==> src/rtl/edge_evt_pkg.sv <==
// Shared constants and helpers for the edge event arbiter: default channel count,
// index width derivation and the round-robin wrap step.
package edge_evt_pkg;

  function automatic int unsigned clog2_f(input int unsigned v);
    int unsigned r;
    r = 0;
    while ((32'd1 << r) < v) r++;
    return r;
  endfunction

  localparam int unsigned N_DEF     = 4;
  localparam int unsigned IDX_W_DEF = clog2_f(N_DEF);

  // Next channel index in round-robin order, wrapping at n-1 (any n, not just 2^k)
  function automatic int unsigned next_idx(input int unsigned i, input int unsigned n);
    return (i >= n - 1) ? 0 : i + 1;
  endfunction

endpackage

==> src/rtl/rise_detect.sv <==
// Two-flop rising-edge detector for one already-synchronised level input.
module rise_detect (
  input  logic clk,
  input  logic rst_n,
  input  logic d,
  output logic rise_c
);

  logic s1;
  logic s2;

  always_ff @(posedge clk or negedge rst_n) begin
    if (!rst_n) begin
      s1 <= 1'b0;
      s2 <= 1'b0;
    end else begin
      s1 <= d;
      s2 <= s1;
    end
  end

  assign rise_c = s1 & ~s2;

endmodule

==> src/rtl/edge_event_arbiter.sv <==
// Per-channel rising-edge events, one pending slot per channel, round-robin
// onto a single registered valid/ready event output with sticky drop flags.
module edge_event_arbiter
  import edge_evt_pkg::*;
#(
  parameter int unsigned N     = N_DEF,
  parameter int unsigned IDX_W = clog2_f(N)
) (
  input  logic             clk,
  input  logic             rst_n,
  input  logic [N-1:0]     in,
  output logic             evt_valid,
  output logic [IDX_W-1:0] evt_idx,
  input  logic             evt_ready,
  output logic [N-1:0]     overflow,
  input  logic             ovf_clr
);

  logic [N-1:0]     rise_c;
  logic [N-1:0]     pending;
  logic [N-1:0]     grant_oh_c;
  logic [N-1:0]     ovf_set_c;
  logic [IDX_W-1:0] rr_ptr;
  logic [IDX_W-1:0] grant_c;
  logic [IDX_W-1:0] scan_c;
  logic             found_c;
  logic             load_c;

  for (genvar g = 0; g < N; g++) begin : g_det
    rise_detect u_det (
      .clk    (clk),
      .rst_n  (rst_n),
      .d      (in[g]),
      .rise_c (rise_c[g])
    );
  end

  // First pending channel at or after rr_ptr, wrapping at N-1
  always_comb begin
    grant_c = rr_ptr;
    scan_c  = rr_ptr;
    found_c = 1'b0;
    for (int unsigned k = 0; k < N; k++) begin
      if (!found_c && pending[scan_c]) begin
        grant_c = scan_c;
        found_c = 1'b1;
      end
      scan_c = IDX_W'(next_idx(32'(scan_c), N));
    end
  end

  // Slot refills whenever it is empty or being drained this edge
  always_comb begin
    load_c     = (|pending) && (!evt_valid || evt_ready);
    grant_oh_c = load_c ? (N'(1) << grant_c) : '0;
    ovf_set_c  = rise_c & pending & ~grant_oh_c;
  end

  always_ff @(posedge clk or negedge rst_n) begin
    if (!rst_n) begin
      pending   <= '0;
      overflow  <= '0;
      evt_valid <= 1'b0;
      evt_idx   <= '0;
      rr_ptr    <= '0;
    end else begin
      pending  <= rise_c | (pending & ~grant_oh_c);
      overflow <= ovf_set_c | (ovf_clr ? '0 : overflow);
      if (load_c) begin
        evt_valid <= 1'b1;
        evt_idx   <= grant_c;
        rr_ptr    <= IDX_W'(next_idx(32'(grant_c), N));
      end else if (evt_ready) begin
        evt_valid <= 1'b0;
      end
    end
  end

endmodule
==> config.mk <==
export PLATFORM = sky130hd
export DESIGN_NAME = edge_event_arbiter
export DESIGN_NICKNAME = d
export VERILOG_FILES = /design/src/rtl/edge_evt_pkg.sv /design/src/rtl/rise_detect.sv /design/src/rtl/edge_event_arbiter.sv
export SDC_FILE = /design/constraint.sdc
export NUM_CORES = 1
export LEC_CHECK = 0
export BUFFER_PORTS_ARGS = -buffer_cell sky130_fd_sc_hd__buf_2
export CAP_MARGIN = 40
export CORE_UTILIZATION = 45
export DETAILED_ROUTE_END_ITERATION = 7
export PLACE_DENSITY = 0.67
export SLEW_MARGIN = 0
export SYNTH_ARGS = -nofsm -noshare
export SYNTH_HDL_FRONTEND = slang
export SYNTH_SLANG_ARGS = --single-unit
export TNS_END_PERCENT = 5
==> constraint.sdc <==
create_clock -name clk -period 2.5 [get_ports clk]
set_clock_uncertainty 0.2 [all_clocks]
set_input_delay 0.125 -clock clk [delete_from_list [all_inputs] [get_ports clk]]
set_output_delay 0.125 -clock clk [all_outputs]
set_load 0.03 [all_outputs]
==> results.toml, run 1 <==
[status]
outcome = "finished, violations left"
violations = "negative setup slack"

[global_route]
track_usage_pct = 20.9
grt_max_degree = 22
grt_overflow_total = 0
grt_pass1_wl_um = 4330
grt_pass1_vias = 1002
grt_antenna_before_repair = 0

[synthesis]
synth_seq_area_share_pct = 42.8
synth_nets = 130
synth.most_common_cell = "dfrtp_1"
synthArstFlopShare_pct = 100
synth_ff_type = "dfrtp_1"
ys_seq_elements = 21
synthCells = 117
synth_top_area_share_pct = 42.8
synth_common_cells = "dfrtp_1, nand2_1, inv_1"
synth_area_leaders = "dfrtp_1, mux4_2, ha_1"
synth_top_area_cell = "dfrtp_1"
ys_types = 42
syn_area_um2 = 1230
synth_edf_count = 0
yosysWarnings = 0
syn_avg_cell_area_um2 = 10.5

[route]
avgViaCountPerCell = 5.43
drtIter0Drc = 23
ant_nets = 0
firstDrtPassIters = 4
wire_per_inst_um = 14.4
routed-via-count = 1026
wirelength_um = 2710
drc_errors = 0

[sta]
rsz0062_at_grt = "true"
tightest_slew_ns = 0.464
period_needed_ns = 2.69
finalMaxSlewViolations = 0
fin_crit_sh_pct = 108
finalSetupViolations = 12
post-route-worst-setup-slack_ns = -0.191
fmax_mhz = 372
maxSlewHeadroom_pct = 69.1
finalHoldViolCount = 0

[cts]
tritoncts = "built"
cts.sinks = 21
cts_root_buf = "clkbuf_4"
cts_buffers = 3
insertion_delay_ns = 0.30
clockBufferDepth = 2
cts_max_level = 1
clk_pin_slew_ns = 0.11

[power]
power_leakage_nw = 0.764
power_density_nw_per_um2 = 1550
finalPower_w = 0.00255
vdd_ir_drop_max_mv = 1.00

[placed_design]
io_buffers = 14
gp_congestion = 0.891
dpl.hpwl_um = 1860
dpl_cell_area_um2 = 1430

[die]
core_area_um2 = 2520
rows = 18
io_pins = 15
initial_core_util_pct = 48.7
fp.dieH_um = 54.3
dieArea_um2 = 2940
die_x_um = 54.3

[layout]
drive_above_1_share_pct = 45.3
post-route-cell-area_um2 = 1640
num_antenna_cells = 0
nets = 173
fillCellCount = 202
syn_to_final_growth_pct = 33.7
final_core_util_pct = 65.1

[worst_setup_path]
crit_path_start_kind = "register"
worstPathRequired_ns = 2.53
worstSetupEndpointType = "register"
arrival_ns = 2.72
critPathKind = "register to register"
r2r_slack_ns = -0.19
crit_fanout = 5

[hold_path]
worstHoldPathType = "primary input to async pin"

[job]
drv_cap = 0
critical path: stages, from the launching register on:
cell and delay, ns:
dfrtp_1 0.43, ha_4 0.31, mux4_2 0.54, a311oi_2 0.25, nor3_2 0.09, o31ai_4 0.28, inv_2 0.10, ha_2 0.18
nand2_1 0.05, nand2_1 0.06, o22ai_1 0.11
cells by family (layout without fill, tap and decap cells):
| group | Yosys count | count (layout) | synth area share [%] |
|---|---|---|---|
| flops | 21 | 21 | 42.8 |
| fa+ha+maj | 5 | 5 | 5.09 |
| xor+xnor | 2 | 2 | 1.43 |
| buf+inv | 19 | 61 | 8.86 |
| simple gates | 39 | 39 | 16.0 |
| mux | 7 | 7 | 9.27 |
| compound gates | 24 | 24 | 16.6 |
worst paths after layout:
kind	from	endpoint	cells after the start
max	rr_ptr[1]	overflow[0]	10
min	rst_n	g_det[1].u_det.s1	2
max reg2reg	rr_ptr[1]	overflow[0]	10
min reg2reg	g_det[0].u_det.s1	g_det[0].u_det.s2	0
max in group asynchronous	rst_n	g_det[3].u_det.s2	2
min in group clk	g_det[0].u_det.s1	g_det[0].u_det.s2	0
per-layer routing:
layer  track usage (%)  wire, um  vias up
li1                  -         -      490
met1              26.2      1200      496
met2              35.6      1380       31
met3              3.61        94        9
met4              8.12        44        0
met5                 0         0        -
where the power goes:
part | total [W] | internal (W) | switching (W)
Combinational | 0.00186 | 0.000941 | 0.000919
Clock | 0.000157 | 0.0000596 | 0.0000978
Sequential | 0.000534 | 0.000431 | 0.000103
placed cells by master, fill, tap and decap left out, types with 2 or more instances in the layout:
| cell | n |
|---|---|
| o22ai_2 | 2 |
| nand2_1 | 9 |
| ha_4 | 2 |
| nand2b_1 | 4 |
| buf_4 | 23 |
| dlygate4sd3_1 | 7 |
| nor2b_1 | 3 |
| ha_2 | 2 |
| a32o_1 | 2 |
| o21ai_0 | 3 |
| mux4_2 | 3 |
| nand2_2 | 6 |
| o22ai_1 | 2 |
| o31ai_4 | 2 |
| buf_6 | 2 |
| nor2_1 | 7 |
| mux2i_1 | 2 |
| inv_2 | 3 |
| inv_1 | 8 |
| buf_2 | 14 |
| dfrtp_1 | 21 |
| clkbuf_4 | 3 |
layout make-up:
cell class	count	area (um^2)	share of cell area [%]
timing repair buffer	46	335	20.4
multi-input combinational	77	676	41.1
inverter	11	41.3	2.51
tap	30	37.5	2.28
clock inverter	1	5.00	0.305
sequential	21	526	32.0
clock buffer	3	22.5	1.37
sequential cells by signal (all words and copies together) (netlist names):
signal	count
evt_valid	1
rr_ptr	2
g_det.u_det.s2	4
overflow	4
g_det.u_det.s1	4
evt_idx	2
pending	4
per-stage QoR:
stage / hold slack [ns] / TNS [ns] / setup WS (ns) / std cells
after floorplan: -0.371 / -1.03 / -0.161 / 117
after global placement: -0.114 / -1.58 / -0.248 / 174
after detailed placement: -0.0991 / -2.10 / -0.292 / 174
after CTS: 0.103 / -1.52 / -0.212 / 187
after global routing: 0.153 / -2.35 / -0.265 / 189
final: 0.0961 / -1.50 / -0.191 / 189
repair_timing:
item,CTS,global route
endpoints found under the setup margin,10,10
pin swaps,1,8
endpoints found under the hold margin,30,0
cloned,0,0
resized for setup,7,15
hold buffers,7,0
buffers inserted,2,2
Power figures use the tool's default switching activity.
==> run 2, diff against run 1 <==
CORE_UTILIZATION = 51   (was 45)
PLACE_DENSITY = 0.72   (was 0.67)
==> results.toml, run 2 (synthesis results as in run 1) <==
[status]
outcome = "finished, violations left"
violations = "negative setup slack"

[worst_setup_path]
ff2ff_path_depth = 9
cp_num_cells = 9
path_cells = "ha_4, mux4_2, a311oi_2, nor3_2, o31ai_4, ha_1, nand2_1, nand2_1, o22ai_2"
crit_top_cell = "nand2_1"
crit_start = "rr_ptr[1]"
slowest_stage = "mux4_2"
r2r_slack_ns = -0.19
crit_family = "compound AO/OA/AOI/OAI gates"
crit_fanout = 4
worstPathRequired_ns = 2.49
critPathKind = "register to register"
path_buf_inv = 0
worstSetupEndpointType = "register"
cpPeakStageDelay_ns = 0.54
r2r-end = "overflow[3]"
arrival_ns = 2.68
critPathCapture = "overflow[3]"
crit_path_start_kind = "register"
r2r_start = "rr_ptr[1]"

[die]
dieArea_um2 = 2610
fp.dieH_um = 51.1
initial_core_util_pct = 55.0
rows = 17
die_x_um = 51.1
io_pins = 15
core_area_um2 = 2230

[power]
vdd_ir_drop_max_mv = 1.07
power_density_nw_per_um2 = 1550
power_leakage_nw = 0.739

[placed_design]
dpl_cell_area_um2 = 1380
io_buffers = 14
dpl.hpwl_um = 1830
post-place-ws_ns = -0.356
gp_congestion = 0.843

[sta]
finalSetupViolations = 10
tightest_slew_ns = 0.800
fmax_mhz = 372
maxSlewHeadroom_pct = 46.7
finalHoldViolCount = 0
final.setup.tns_ns = -1.47
period_needed_ns = 2.69
post-route-worst-setup-slack_ns = -0.189
rsz0062_at_grt = "true"
finalMaxSlewViolations = 0
fin_crit_sh_pct = 108

[cts]
cts_buffers = 3
cts_root_buf = "clkbuf_4"
tritoncts = "built"
insertion_delay_ns = 0.29
cts_max_level = 1
clockBufferDepth = 2
clk_pin_slew_ns = 0.11
cts.sinks = 21

[global_route]
gr-usage-met3_pct = 0.893
busiest_layer = "met2"
use_met2_pct = 39.7
grt_overflow_total = 0
met1_usage_pct = 28.5
track_usage_pct = 22.6
grt_pass1_vias = 983
grt_pass1_wl_um = 4340
grt_antenna_before_repair = 0
grt_max_degree = 22

[layout]
fillCellCount = 179
nets = 167
syn_to_final_growth_pct = 29.3
final_common_cell = "dfrtp_1"
num_antenna_cells = 0
final_core_util_pct = 71.1
post-route-cell-area_um2 = 1590
drive_above_1_share_pct = 40.5
final_cell_mix = "dfrtp_1, buf_4, buf_2"

[job]
drv_cap = 0

[route]
avgViaCountPerCell = 5.43
drc_errors = 0
wirelength_um = 2670
ant_nets = 0
wire_per_inst_um = 14.8
firstDrtPassIters = 4
routed-via-count = 983
drtIter0Drc = 15

[hold_path]
worstHoldPathType = "primary input to async pin"
-- run 2: cell types whose count changed in the layout (fill, tap and decap cells not counted), sizes merged --
cell and change:
buf -6, clkbuf +1, clkinv -1
-- run 2: how the worst min path moves through the flow --
stage          start           endpoint  slack (ns)  depth (start not counted)
3_5_place_dp   rst_n  g_det[2].u_det.s2       -0.10                          1
4_1_cts        rst_n         evt_idx[1]        0.10                          2
3_3_place_gp   rst_n  g_det[2].u_det.s2       -0.12                          1
5_1_grt        rst_n         evt_idx[1]        0.13                          2
2_1_floorplan  rst_n         evt_idx[0]       -0.37                          0
6_report       rst_n  g_det[2].u_det.s1         0.1                          2
-- run 2: through the flow --
step / power (W) / hold WS (ns) / cells
final: 0.00247 / 0.0954 / 181
after detailed placement: 0.00197 / -0.102 / 166
after floorplan: 0.00155 / -0.371 / 117
after CTS: 0.00230 / 0.104 / 179
after global placement: 0.00196 / -0.117 / 166
after global routing: 0.00263 / 0.134 / 181
-- run 2: repair_timing --
| item | CTS | global route |
|---|---|---|
| endpoints found under the setup margin | 10 | 10 |
| buffers inserted | 2 | 2 |
| resized for setup | 5 | 13 |
| pin swaps | 4 | 8 |
| hold buffers | 7 | 0 |
| hold endpoints to repair | 30 | 0 |
-- run 2: layer usage --
metal / part of all wire (%) / vias up
met5: 0 / -
met4: 1.7 / 0
met3: 2.5 / 6
met2: 51 / 21
met1: 45 / 477
li1: - / 479
-- run 2: final cells by class --
cell class                      count  area (um^2)  share of cell area, %
Inverter                           11         41.3                   2.60
Tap cell                           28         35.0                   2.20
Sequential cell                    21          526                   33.1
Timing Repair Buffer               40          299                   18.8
Clock buffer                        4         26.3                   1.65
Multi-Input combinational cell     77          662                   41.7
-- run 2: power by group --
| part | switching, W | internal, W | total, W |
|---|---|---|---|
| clock | 0.0000937 | 0.0000621 | 0.000156 |
| combinational | 0.000882 | 0.000900 | 0.00178 |
| sequential | 0.000102 | 0.000431 | 0.000533 |
==> run 3, diff against run 2 <==
CORE_UTILIZATION = 53   (was 51)
CTS_BUF_LIST = sky130_fd_sc_hd__clkbuf_4   (was unset)
PLACE_DENSITY = 0.75   (was 0.72)
==> results.toml, run 3 (synthesis results as in run 1) <==
[status]
outcome = "finished, violations left"
violations = "negative setup slack"

[global_route]
grt_pass1_vias = 1005
grt_max_degree = 22
grt_overflow_total = 0
track_usage_pct = 26.4
grt_pass1_wl_um = 4790
grt_antenna_before_repair = 0

[cts]
cts_buffers = 3
clockBufferDepth = 2
tritoncts = "built"
clk_pin_slew_ns = 0.11
cts_max_level = 1
cts_root_buf = "clkbuf_4"
cts.sinks = 21
insertion_delay_ns = 0.31

[route]
firstDrtPassIters = 4
wirelength_um = 2900
met3_length_um = 132
avgViaCountPerCell = 5.49
met1Wirelength_um = 1220
dr.max_layer_used = "met4"
route.met2.wl_um = 1500
ant_nets = 0
drc_errors = 0
wire_per_inst_um = 15.3
drtIter0Drc = 26
routed-via-count = 1044

[die]
rows = 17
die_x_um = 50.2
io_pins = 15
dieArea_um2 = 2520
core_area_um2 = 2190
fp.dieH_um = 50.2
initial_core_util_pct = 56.1

[worst_setup_path]
worstSetupEndpointType = "register"
crit_fanout = 4
worstPathRequired_ns = 2.50
crit_path_start_kind = "register"
slowest_stage = "dfrtp_1"
critPathKind = "register to register"
crit_top_cell = "buf_4"
path_cells = "ha_4, buf_4, xor2_1, a32o_1, o31a_1, o31ai_4, buf_4, ha_1, nand2_1, nand2_2, o22ai_2"
arrival_ns = 2.71
cpPeakStageDelay_ns = 0.44

[sta]
maxSlewHeadroom_pct = 69.7
fin_crit_sh_pct = 108
tightest_slew_ns = 0.454
finalSetupViolations = 11
post-route-worst-setup-slack_ns = -0.210
rsz0062_at_grt = "true"
fmax_mhz = 369
finalHoldViolCount = 0
period_needed_ns = 2.71
finalMaxSlewViolations = 0
final.setup.tns_ns = -1.65

[power]
vdd_ir_drop_max_mv = 1.02
power_density_nw_per_um2 = 1550
power_leakage_nw = 0.785

[job]
drv_cap = 0

[placed_design]
post-place-cells = 174
io_buffers = 14
post-place-ws_ns = -0.294
gp_congestion = 0.964
dpl_cell_area_um2 = 1440
dpl.hpwl_um = 2040

[layout]
drive_above_1_share_pct = 40.7
post-route-cell-area_um2 = 1630
fillCellCount = 144
syn_to_final_growth_pct = 32.5
fin_cells = 190
final_core_util_pct = 74.3
final_cell_mix = "buf_4, dfrtp_1, nand2_1, buf_2, inv_1"
nets = 176
final_common_cell = "buf_4"
num_antenna_cells = 0

[hold_path]
worstHoldPathType = "primary input to async pin"
[run 3: critical path, delay by kind of cell, from the launching register on]
family                   cells  cell delay [ns]
AO/OA/AOI/OAI                4             0.99
XOR/XNOR                     1             0.14
buffers and inverters        2             0.31
AND/OR/NAND/NOR              2             0.13
adder cells (fa/ha/maj)      2             0.39
flip-flops                   1             0.44
[run 3: path summary, 6_finish.rpt]
kind,from,end,slack (ns),depth (start not counted)
min in group clk,g_det[3].u_det.s1,g_det[3].u_det.s2,0.19,0
worst min-delay path,rst_n,rr_ptr[1],0.09,2
worst max register to register,rr_ptr[1],overflow[2],-0.21,11
worst min register to register,g_det[3].u_det.s1,g_det[3].u_det.s2,0.19,0
worst max-delay path,rr_ptr[1],overflow[2],-0.21,11
max in group asynchronous,rst_n,evt_idx[0],1.70,2
[run 3: where the power goes]
part	internal [W]	switching, W
Sequential	0.000431	0.0000932
Clock	0.0000598	0.000103
Combinational	0.000922	0.000912
Total	0.00141	0.00111
[run 3: area by class of cell]
class,instances,area [um^2],share of cell area (%)
flip-flops and latches,21,526,32.3
clock inverters,1,5.00,0.307
multi-input cells,77,644,39.6
repair buffers,49,354,21.8
inverters,11,41.3,2.54
clock buffers,3,22.5,1.38
well taps,28,35.0,2.15
[run 3: metal layers]
metal / vias to the layer above / track usage [%]
met5: - / 0
met4: 0 / 10.0
met3: 5 / 2.73
met2: 31 / 45.1
met1: 508 / 34.3
li1: 500 / -
[run 3: per-stage QoR]
stage	power, W	hold WS, ns
final	0.00252	0.0934
after global routing	0.00269	0.143
after CTS	0.00249	0.0954
after detailed placement	0.00209	-0.103
after global placement	0.00204	-0.115
after floorplan	0.00155	-0.371
[run 3: repair_timing]
item / CTS / global route
pin swaps: 8 / 1
resized for setup: 10 / 1
hold buffers: 7 / 0
endpoints found under the hold margin: 30 / 0
buffers inserted: 5 / 0
endpoints found under the setup margin: 9 / 12
cloned: 0 / 0
